[src/rtl/frame_buffer_ctrl.sv]
// Triple-buffer rotation controller: hands the writer and the display reader
// distinct DDR frame buffers and tracks dropped and repeated frames.
module frame_buffer_ctrl #(
    parameter logic [31:0] BASE_ADDR    = 32'h1000_0000,
    parameter logic [31:0] FRAME_STRIDE = 32'h0004_0000
) (
    input  logic        clk_100Mhz,
    input  logic        rst,
    input  logic        enable,
    input  logic        writer_done,
    input  logic        rd_frame_start,
    output logic [31:0] wr_base_addr,
    output logic [31:0] rd_base_addr,
    output logic [1:0]  wr_idx,
    output logic [1:0]  rd_idx,
    output logic        rd_frame_valid,
    output logic [15:0] drop_cnt,
    output logic [15:0] repeat_cnt,
    output logic [1:0]  state
);

    typedef enum logic [1:0] {
        S_INIT = 2'd0,
        S_FILL = 2'd1,
        S_RUN  = 2'd2
    } state_t;

    state_t     state_q;
    logic       ready_valid;
    logic       wd_d1;
    logic       fs_d1;
    logic       wd_p;
    logic       fs_p;
    logic [1:0] ready_idx;

    assign wd_p      = writer_done & ~wd_d1;
    assign fs_p      = rd_frame_start & ~fs_d1;
    // The three indices always form a permutation of {0,1,2}.
    assign ready_idx = 2'd3 - wr_idx - rd_idx;
    assign state     = state_q;

    function automatic logic [31:0] slot_addr(input logic [1:0] idx);
        return BASE_ADDR + FRAME_STRIDE * 32'(idx);
    endfunction

    function automatic logic [15:0] sat_inc(input logic [15:0] v);
        return (v == 16'hFFFF) ? v : v + 16'd1;
    endfunction

    always_ff @(posedge clk_100Mhz) begin
        if (rst) begin
            state_q        <= S_INIT;
            wr_idx         <= 2'd0;
            rd_idx         <= 2'd1;
            ready_valid    <= 1'b0;
            rd_frame_valid <= 1'b0;
            drop_cnt       <= 16'd0;
            repeat_cnt     <= 16'd0;
            wd_d1          <= 1'b0;
            fs_d1          <= 1'b0;
            wr_base_addr   <= slot_addr(2'd0);
            rd_base_addr   <= slot_addr(2'd1);
        end else begin
            wd_d1 <= writer_done;
            fs_d1 <= rd_frame_start;
            // Disabled, initialising or illegal encoding: park on init indices.
            if (!enable || (state_q != S_FILL && state_q != S_RUN)) begin
                state_q        <= (enable && state_q == S_INIT) ? S_FILL : S_INIT;
                wr_idx         <= 2'd0;
                rd_idx         <= 2'd1;
                ready_valid    <= 1'b0;
                rd_frame_valid <= 1'b0;
                wr_base_addr   <= slot_addr(2'd0);
                rd_base_addr   <= slot_addr(2'd1);
            end else if (state_q == S_FILL) begin
                if (wd_p) begin
                    wr_idx       <= ready_idx;
                    wr_base_addr <= slot_addr(ready_idx);
                    ready_valid  <= 1'b1;
                    state_q      <= S_RUN;
                end
            end else begin
                case ({wd_p, fs_p})
                    2'b10: begin
                        wr_idx       <= ready_idx;
                        wr_base_addr <= slot_addr(ready_idx);
                        ready_valid  <= 1'b1;
                        if (ready_valid) drop_cnt <= sat_inc(drop_cnt);
                    end
                    2'b01: begin
                        if (ready_valid) begin
                            rd_idx         <= ready_idx;
                            rd_base_addr   <= slot_addr(ready_idx);
                            ready_valid    <= 1'b0;
                            rd_frame_valid <= 1'b1;
                        end else if (rd_frame_valid) begin
                            repeat_cnt <= sat_inc(repeat_cnt);
                        end
                    end
                    // Fresh frame goes straight to the reader; any waiting frame is lost.
                    2'b11: begin
                        rd_idx         <= wr_idx;
                        rd_base_addr   <= slot_addr(wr_idx);
                        wr_idx         <= ready_idx;
                        wr_base_addr   <= slot_addr(ready_idx);
                        ready_valid    <= 1'b0;
                        rd_frame_valid <= 1'b1;
                        if (ready_valid) drop_cnt <= sat_inc(drop_cnt);
                    end
                    default: ;
                endcase
            end
        end
    end

endmodule

[config.mk]
export PLATFORM = sky130hd
export DESIGN_NAME = frame_buffer_ctrl
export DESIGN_NICKNAME = d
export VERILOG_FILES = /design/src/rtl/frame_buffer_ctrl.sv
export SDC_FILE = /design/constraint.sdc
export NUM_CORES = 1
export LEC_CHECK = 0
export CAP_MARGIN = 20
export CELL_PAD_IN_SITES_DETAIL_PLACEMENT = 1
export CELL_PAD_IN_SITES_GLOBAL_PLACEMENT = 2
export CORE_MARGIN = 8
export CORE_UTILIZATION = 26
export DETAILED_ROUTE_END_ITERATION = 10
export PLACE_DENSITY_LB_ADDON = 0.05
export SLEW_MARGIN = 10
export SYNTH_ARGS = -nofsm -noshare
export SYNTH_HDL_FRONTEND = slang
export SYNTH_SLANG_ARGS = --single-unit
[constraint.sdc]
create_clock -name clk_100Mhz -period 4.1 [get_ports clk_100Mhz]
set_clock_uncertainty 0.05 [all_clocks]
set_input_delay 0.82 -clock clk_100Mhz [delete_from_list [all_inputs] [get_ports clk_100Mhz]]
set_output_delay 0.82 -clock clk_100Mhz [all_outputs]
set_load 0.01 [all_outputs]
==> results of run 1 <==
[cell usage in the layout, fill, tap and decap left out, drive strengths merged, types with 8 or more instances in the layout]
cell type / synthesis / routed
nand3: 15 / 15
xnor2: 27 / 27
nor3: 10 / 10
inv: 8 / 8
nor4: 10 / 10
nor2: 37 / 37
dfxtp: 42 / 42
clkdlybuf4s50: 0 / 47
nand2: 11 / 11
conb: 2 / 60
[kinds of logic (layout without fill, tap and decap cells)]
| logic type | after synthesis | after routing | synth area share |
|---|---|---|---|
| AND/OR/NAND/NOR | 114 | 114 | 0.259 |
| buffers and inverters | 80 | 64 | 0.220 |
| flip-flops | 42 | 42 | 0.320 |
| XOR/XNOR | 29 | 29 | 0.0968 |
| AO/OA/AOI/OAI | 28 | 28 | 0.0734 |
| adder cells (fa/ha/maj) | 5 | 5 | 0.0238 |
| other | 2 | 60 | 0.00286 |
| multiplexers | 1 | 1 | 0.00382 |
[flip-flops by register name (all words and copies together) (netlist names)]
register / flops
wd_d1: 1
rd_frame_valid: 1
state: 2
ready_valid: 1
fs_d1: 1
repeat_cnt: 16
rd_base_addr: 2
drop_cnt: 16
wr_base_addr: 2
[stage by stage]
| step | power, mW | setup WS, ns | instances | hold WS, ns | area [sq um] |
|---|---|---|---|---|---|
| finish | 0.761 | 1.42 | 476 | 0.446 | 3030 |
| floorplan | 0.512 | 2.15 | 359 | 0.427 | 2840 |
| CTS | 0.778 | 1.39 | 476 | 0.442 | 3030 |
| global placement | 0.481 | 1.09 | 468 | 0.419 | 2940 |
| global route | 0.799 | 1.19 | 476 | 0.451 | 3030 |
| detailed placement | 0.481 | 1.07 | 468 | 0.427 | 2940 |
[worst min-delay path by stage]
stage	startpoint	end	cells after the start
final	rd_frame_valid$_SDFFE_PP0P_	rd_frame_valid$_SDFFE_PP0P_	2
after detailed placement	rd_frame_valid$_SDFFE_PP0P_	rd_frame_valid$_SDFFE_PP0P_	2
after global routing	rd_frame_valid$_SDFFE_PP0P_	rd_frame_valid$_SDFFE_PP0P_	2
after global placement	rd_frame_valid$_SDFFE_PP0P_	rd_frame_valid$_SDFFE_PP0P_	2
after CTS	rd_frame_valid$_SDFFE_PP0P_	rd_frame_valid$_SDFFE_PP0P_	2
after floorplan	rd_frame_valid$_SDFFE_PP0P_	rd_frame_valid$_SDFFE_PP0P_	2
[layout make-up]
class	count	area, sq um	area share
clock inverters	1	5.00	0.00165
clock buffers	7	86.3	0.0285
multi-input cells	237	1420	0.470
inverters	8	30.0	0.00991
repair buffers	48	478	0.158
well taps	133	166	0.0549
flip-flops and latches	42	841	0.277
[power by group through the flow]
stage / Sequential [mW] / Clock, mW / Combinational (mW)
3_5_place_dp: 0.421 / 0 / 0.0598
2_1_floorplan: 0.422 / 0 / 0.0900
3_3_place_gp: 0.421 / 0 / 0.0600
4_1_cts: 0.412 / 0.306 / 0.0600
5_1_grt: 0.412 / 0.318 / 0.0689
6_report: 0.412 / 0.288 / 0.0615
[metal layers]
metal,vias up,wire (microns),global-route usage
li1,985,-,-
met1,959,3090,0.122
met2,72,3030,0.163
met3,7,588,0.0336
met4,0,93,0.0363
met5,-,0,0
[worst max-delay path, cell delays in order]
cell and delay [ns]:
clkdlybuf4s50_1 0.49, nor2b_1 0.56, nand3_1 0.39, nor4b_2 0.34
xnor2_1 0.15, nor2_1 0.05
==> run summary, run 1 <==
CP startpoint = writer_done
drt drc = 0
top-count cell post-synth = buf_4
top-area cell type share of the netlist area = 0.320
Post-synth EDFFs = 0
vias = 2,023
clock root buffer = clkbuf_8
grt ovf = 0
drt pass-1 iters = 4
Worst-Skew Late Latency = 0.30 ns
Reg2Reg Depth = 7
die height = 116 microns
crit path max fanout = 9
hold buffer count at CTS = 0
Diodes inserted = 0
clk slew on worst S/H paths = 0.08 ns
first-pass GRT wire length = 10.8 mm
NetSw = 201 uW
CTS-repair resized insts = 0
via/cell ratio = 4.25
YS warnings = 0
Max Cap Viol = 0
I/O pin total = 108
Worst Hold Class = reg2reg
Final Max Slew Viols = 0
hpwl dp = 5.15 mm
Area Growth Syn to Fin = 15.5%
Synth Instances = 301
Antenna Nets Post-Route = 0
post-CTS setup buffer count = 0
register area share after synthesis = 0.320
RSZ-0062 raised after global routing = false
CP Launch Type = primary input
# fillers = 1,227
net switching share of the total power = 0.264
maximum clock insertion buffer count = 2
Worst EP required = 4.22 ns
Mapped Avg Cell Area = 8.72 sq um
setup violators final = 0
Pleak = 1.03 nW
routability cong. = 0.696
Most used DFF post-synth = dfxtp_1
Nets = 352
Fin. Hold Viols = 0
H-tree Lvls = 2
CTS Buf Count = 5
clk sink count = 42
DR WL/cell = 14.3 microns
core area = 9770 sq um
Setup TNS Final = 0 ns
vias in the first global route = 2,156
initial antenna violation count = 0
Reg2Reg Launch Point = state[0]$_SDFFE_PP0P_
cell area after synthesis = 2620 sq um
critical path class = in2reg
status = finished, final reports clean
Util after Layout = 0.310
#FFs+latches synth = 42
Core Rows = 36
share of layout cells above drive strength 1 = 0.0641
wirelength, routed = 6.80 mm
Crit path arrival time = 2.80 ns
Post-synth top cells = buf_4, dfxtp_1, nor2_1
Distinct cells, synth = 51
Fmax achieved = 373 MHz
Clock power frac = 0.378
Slew @ Worst Pin = 0.703 ns
total track usage = 0.101
R2R Setup Slk = 1.94 ns
Seq pwr share = 0.541
buffers added on ports = 47
final worst path period need = 2.68 ns
reg2reg end = repeat_cnt[15]$_SDFFE_PP0P_
top cells by area, synth = dfxtp_1, buf_4, xnor2_1
crit path to = drop_cnt[12]$_SDFFE_PP0P_
Async S/R FF share, synth = 0
largest net degree at the start of global routing = 37
number of DRC markers in iteration 0 = 33
Initial Utilization = 0.268
Worst VDD drop = 0.0994 mV
DIE WIDTH = 116 microns
internal power = 561 uW
CTS tree = yes
die area = 13,600 sq um
Power Density = 251 nW/um^2
Max-slew headroom = 0.529
Final Cycle Share = 0.654
combinational share of power = 0.081
CP Capture Type = flop
cell taking the most area after synthesis = dfxtp_1
(Power assumes the default switching activity.)
==> run 2: changes to the inputs <==
- CORE_UTILIZATION: 26 -> 22
- clock period: 4.1 -> 2.3 ns (I/O delays scaled with it)
==> run summary, run 2 (synthesis results as in run 1) <==
hold endpoint = rd_frame_valid$_SDFFE_PP0P_
hpwl dp = 5.54 mm
R2R Setup Slk = 0.18 ns
Util after Layout = 0.272
wirelength, routed = 7.14 mm
RSZ-0062 raised after global routing = true
Reg2Reg Depth = 7
Diodes inserted = 0
H-tree Lvls = 2
die height = 125 microns
Hold WS = 0.448 ns
first-pass GRT wire length = 12.1 mm
DR WL/cell = 14.2 microns
CP Capture Type = flop
largest net degree at the start of global routing = 37
Core Rows = 40
setup violators final = 0
Initial Utilization = 0.222
routability cong. = 0.681
status = finished, final reports clean
total track usage = 0.0939
drt pass-1 iters = 4
CP startpoint = state[0]$_SDFFE_PP0P_
initial antenna violation count = 0
Top Registers = drop_cnt x16, repeat_cnt x16
Final Cycle Share = 0.922
Fmax achieved = 472 MHz
clock root buffer = clkbuf_16
reg2reg end = drop_cnt[12]$_SDFFE_PP0P_
Final Max Slew Viols = 0
vias in the first global route = 2,318
Total Power = 1.67 mW
I/O pin total = 108
# fillers = 1,415
final worst path period need = 2.12 ns
die area = 15,700 sq um
slack of the critical path = 0.180 ns
clk sink count = 42
CTS tree = yes
buffers added on ports = 47
post-route cell area = 3220 sq um
Slew @ Worst Pin = 0.566 ns
vias = 2,093
Max Cap Viol = 0
Worst Hold Class = reg2reg
Power Density = 520 nW/um^2
drt drc = 0
Post-Layout Cell Count = 502
Antenna Nets Post-Route = 0
hold buffer count at CTS = 0
Crit path arrival time = 2.23 ns
DIE WIDTH = 125 microns
Worst VDD drop = 0.215 mV
via/cell ratio = 4.17
post-CTS setup buffer count = 0
maximum clock insertion buffer count = 2
clk slew on worst S/H paths = 0.06 ns
Max-slew headroom = 0.619
area post-placement = 3050 sq um
Area Growth Syn to Fin = 22.7%
critical path class = reg2reg
Pleak = 1.12 nW
most frequent cells in the layout = conb_1, clkdlybuf4s50_1, dfxtp_1
Nets = 364
Worst EP required = 2.41 ns
hold depth = 2
min-delay src = rd_frame_valid$_SDFFE_PP0P_
Setup TNS Final = 0 ns
worst slack, placed = -0.0709 ns
grt ovf = 0
Fin. Hold Viols = 0
crit path max fanout = 7
number of DRC markers in iteration 0 = 70
share of layout cells above drive strength 1 = 0.0986
core area = 11,800 sq um
Worst-Skew Late Latency = 0.29 ns
most common cell after layout, fill and taps aside = conb_1
Placed Cells = 494
CP Launch Type = flop
CTS Buf Count = 5
Reg2Reg Launch Point = state[0]$_SDFFE_PP0P_
run 2: cell types whose count changed in the layout (fill, tap and decap cells not counted):
cell        previous run  this run
buf_4                  1        13
bufinv_16              0         1
clkbuf_16              0         5
clkbuf_8               6         0
clkinv_2               1         0
clkinvlp_4             0         1
nor3_1                 9         8
nor3_2                 1         2
run 2: final cells by class:
type / instances / area, sq um / share of cell area
clock buffers: 6 / 129 / 0.0400
clock inverters: 2 / 37.5 / 0.0117
inverters: 8 / 30.0 / 0.00933
multi-input cells: 237 / 1430 / 0.444
flip-flops and latches: 42 / 841 / 0.261
well taps: 147 / 184 / 0.0572
repair buffers: 60 / 568 / 0.177
run 2: worst max path at each step:
stage | cells past startpoint | slack [ns] | to
5_1_grt | 7 | -0.01 | drop_cnt[15]$_SDFFE_PP0P_
6_report | 7 | 0.18 | drop_cnt[12]$_SDFFE_PP0P_
4_1_cts | 8 | 0.12 | repeat_cnt[5]$_SDFFE_PP0P_
3_3_place_gp | 7 | -0.05 | repeat_cnt[5]$_SDFFE_PP0P_
3_5_place_dp | 7 | -0.07 | repeat_cnt[5]$_SDFFE_PP0P_
2_1_floorplan | 8 | 0.43 | repeat_cnt[5]$_SDFFE_PP0P_
run 2: worst max-delay path, stage by stage (launching register included):
cell and delay (ns):
dfxtp_1 0.38, inv_1 0.06, ha_1 0.39, and4b_1 0.30, nand3_1 0.29, nor4b_2 0.32
xnor2_1 0.16, nor2_1 0.05
run 2: per-layer routing:
layer | vias up | global-route usage | share of wire
met5 | - | 0 | 0
met4 | 0 | 0.0344 | 0.015
met3 | 6 | 0.0327 | 0.069
met1 | 1003 | 0.109 | 0.44
met2 | 72 | 0.156 | 0.47
li1 | 1012 | - | -
run 2: repair_timing:
item | in CTS | in global routing
gates resized for setup | 0 | 1
endpoints found under the setup margin | 0 | 2
hold endpoints to repair | 0 | 0
run 2: report_power, final:
part           internal (mW)  switching [mW]
combinational         0.0299          0.0836
clock                  0.513           0.312
sequential             0.731         0.00360
total                   1.27           0.399
==> run 3: changes to the inputs <==
- ABC_AREA: default -> 1
- CORE_UTILIZATION: 22 -> 21
- HOLD_SLACK_MARGIN: default -> 0.02
==> run summary, run 3 <==
Buf+Inv Stages, Crit Path = 1
min-delay src = state[1]$_SDFFE_PP0P_
top cells by area, synth = dfxtp_1, buf_4, nand2_1
post-CTS setup buffer count = 0
Max Cap Viol = 0
H-tree Lvls = 2
largest family of logic cells by synthesized area = simple AND/OR/NAND/NOR gates
Diodes inserted = 0
CP Capture Type = primary output
buffers added on ports = 47
clk slew on worst S/H paths = 0.06 ns
maximum clock insertion buffer count = 2
net switching share of the total power = 0.262
Seq pwr share = 0.456
first-pass GRT wire length = 14.3 mm
Util after Layout = 0.257
setup violators final = 0
most frequent cells in the layout = nand2_1, conb_1, nor2_1
Distinct cells, synth = 34
clk sink count = 42
clock root buffer = clkbuf_16
Clock power frac = 0.469
top-count cell post-synth = nand2_1
Top Registers = drop_cnt x16, repeat_cnt x16
Pleak = 1.37 nW
I/O pin total = 108
grt ovf = 0
Worst-Skew Late Latency = 0.30 ns
Post-Layout Cell Count = 653
#FFs+latches synth = 42
Setup TNS Final = 0 ns
cell area after synthesis = 2960 sq um
adder-cell share of the synthesized area = 0.0211
Synth Area in Compound Gates = 0.0899
register area share after synthesis = 0.284
die area = 18,200 sq um
Post-synth top cells = nand2_1, buf_4, nor2_1
Final Max Slew Viols = 0
RSZ-0062 raised after global routing = false
Worst VDD drop = 0.266 mV
Reg2Reg Launch Point = state[0]$_SDFFE_PP0P_
Mapped Avg Cell Area = 6.99 sq um
Antenna Nets Post-Route = 0
Worst Hold Class = reg2reg
vias in the first global route = 2,780
Final Cycle Share = 0.821
YS warnings = 0
wirelength, routed = 8.66 mm
DIE WIDTH = 135 microns
DR WL/cell = 13.3 microns
Most used DFF post-synth = dfxtp_1
total track usage = 0.0999
post-synthesis mux area share = 0
Placed Cells = 645
routability cong. = 0.683
Crit path arrival time = 1.38 ns
combinational share of power = 0.074
Critical-path top delay cell = clkdlybuf4s50_1
area post-placement = 3400 sq um
final worst path period need = 1.89 ns
Power Density = 453 nW/um^2
crit path max fanout = 7
CTS tree = yes
status = finished, final reports clean
Nets = 482
number of DRC markers in iteration 0 = 64
Fin. Hold Viols = 0
Critical Path, Cell by Cell = clkdlybuf4s50_1
Worst EP required = 1.79 ns
die height = 135 microns
post-synthesis simple-gate area fraction = 0.340
hpwl dp = 6.86 mm
largest net degree at the start of global routing = 15
share of layout cells above drive strength 1 = 0.129
cell taking the most area after synthesis = dfxtp_1
Initial Utilization = 0.214
CP Launch Type = flop
NetSw = 422 uW
Async S/R FF share, synth = 0
Fmax achieved = 529 MHz
top-area cell type share of the netlist area = 0.284
CP startpoint = drop_cnt[2]$_SDFFE_PP0P_
critical path class = reg2out
CTS Buf Count = 5
post-route cell area = 3550 sq um
slowest cell delay on critical path = 0.60 ns
drt pass-1 iters = 4
Post-synth EDFFs = 0
most common cell after layout, fill and taps aside = nand2_1
XOR/XNOR Fraction of Synth Area = 0.0384
vias = 2,564
crit-path leading delay family = buffers and inverters
initial antenna violation count = 0
drt drc = 0
internal power = 1.19 mW
via/cell ratio = 3.93
CTS-repair resized insts = 0
Synth Instances = 424
core area = 13,800 sq um
Core Rows = 43
Area Growth Syn to Fin = 19.8%
hold buffer count at CTS = 0
Total Power = 1.61 mW
[run 3: path summary, 6_finish.rpt]
path	cells past startpoint	endpoint	slack (ns)
setup / recovery	1	drop_cnt[2]	0.41
hold / removal	2	state[1]$_SDFFE_PP0P_	0.47
hold reg to reg	2	state[1]$_SDFFE_PP0P_	0.47
setup reg to reg	10	drop_cnt[3]$_SDFFE_PP0P_	0.49
[run 3: cells by family (layout without fill, tap and decap cells)]
family	count (synthesis)	in the layout
and+or+nand+nor	213	213
adders and majority gates	5	5
other	2	60
buffers and inverters	106	97
xor gates and xnor gates	13	13
DFF	42	42
AOI/OAI and AO/OA	43	43
[run 3: power by group through the flow]
stage | combinational [mW] | sequential [mW] | clock, mW
3_3_place_gp | 0.116 | 0.752 | 0
3_5_place_dp | 0.117 | 0.751 | 0
6_report | 0.120 | 0.735 | 0.755
4_1_cts | 0.117 | 0.735 | 0.807
5_1_grt | 0.135 | 0.735 | 0.829
2_1_floorplan | 0.164 | 0.752 | 0
[run 3: cell type report]
cell class / count / area [sq um]
Clock inverter: 2 / 12.5
Timing Repair Buffer: 54 / 523
Sequential cell: 42 / 841
Inverter: 35 / 134
Multi-Input combinational cell: 334 / 1680
Fill cell: 1715 / 10300
Tap cell: 180 / 225
Clock buffer: 6 / 139
[run 3: metrics by stage]
stage,setup slack [ns],hold slack [ns]
CTS,0.385,0.476
finish,0.411,0.468
global route,0.255,0.506
detailed placement,0.119,0.461
global placement,0.177,0.467
floorplan,0.646,0.466
[run 3: routing by layer]
| layer | vias up | global-route usage | part of all wire |
|---|---|---|---|
| met1 | 1200 | 0.114 | 0.45 |
| met3 | 7 | 0.0360 | 0.062 |
| met4 | 0 | 0.0318 | 0.012 |
| li1 | 1300 | - | - |
| met5 | - | 0 | 0 |
| met2 | 57 | 0.169 | 0.47 |
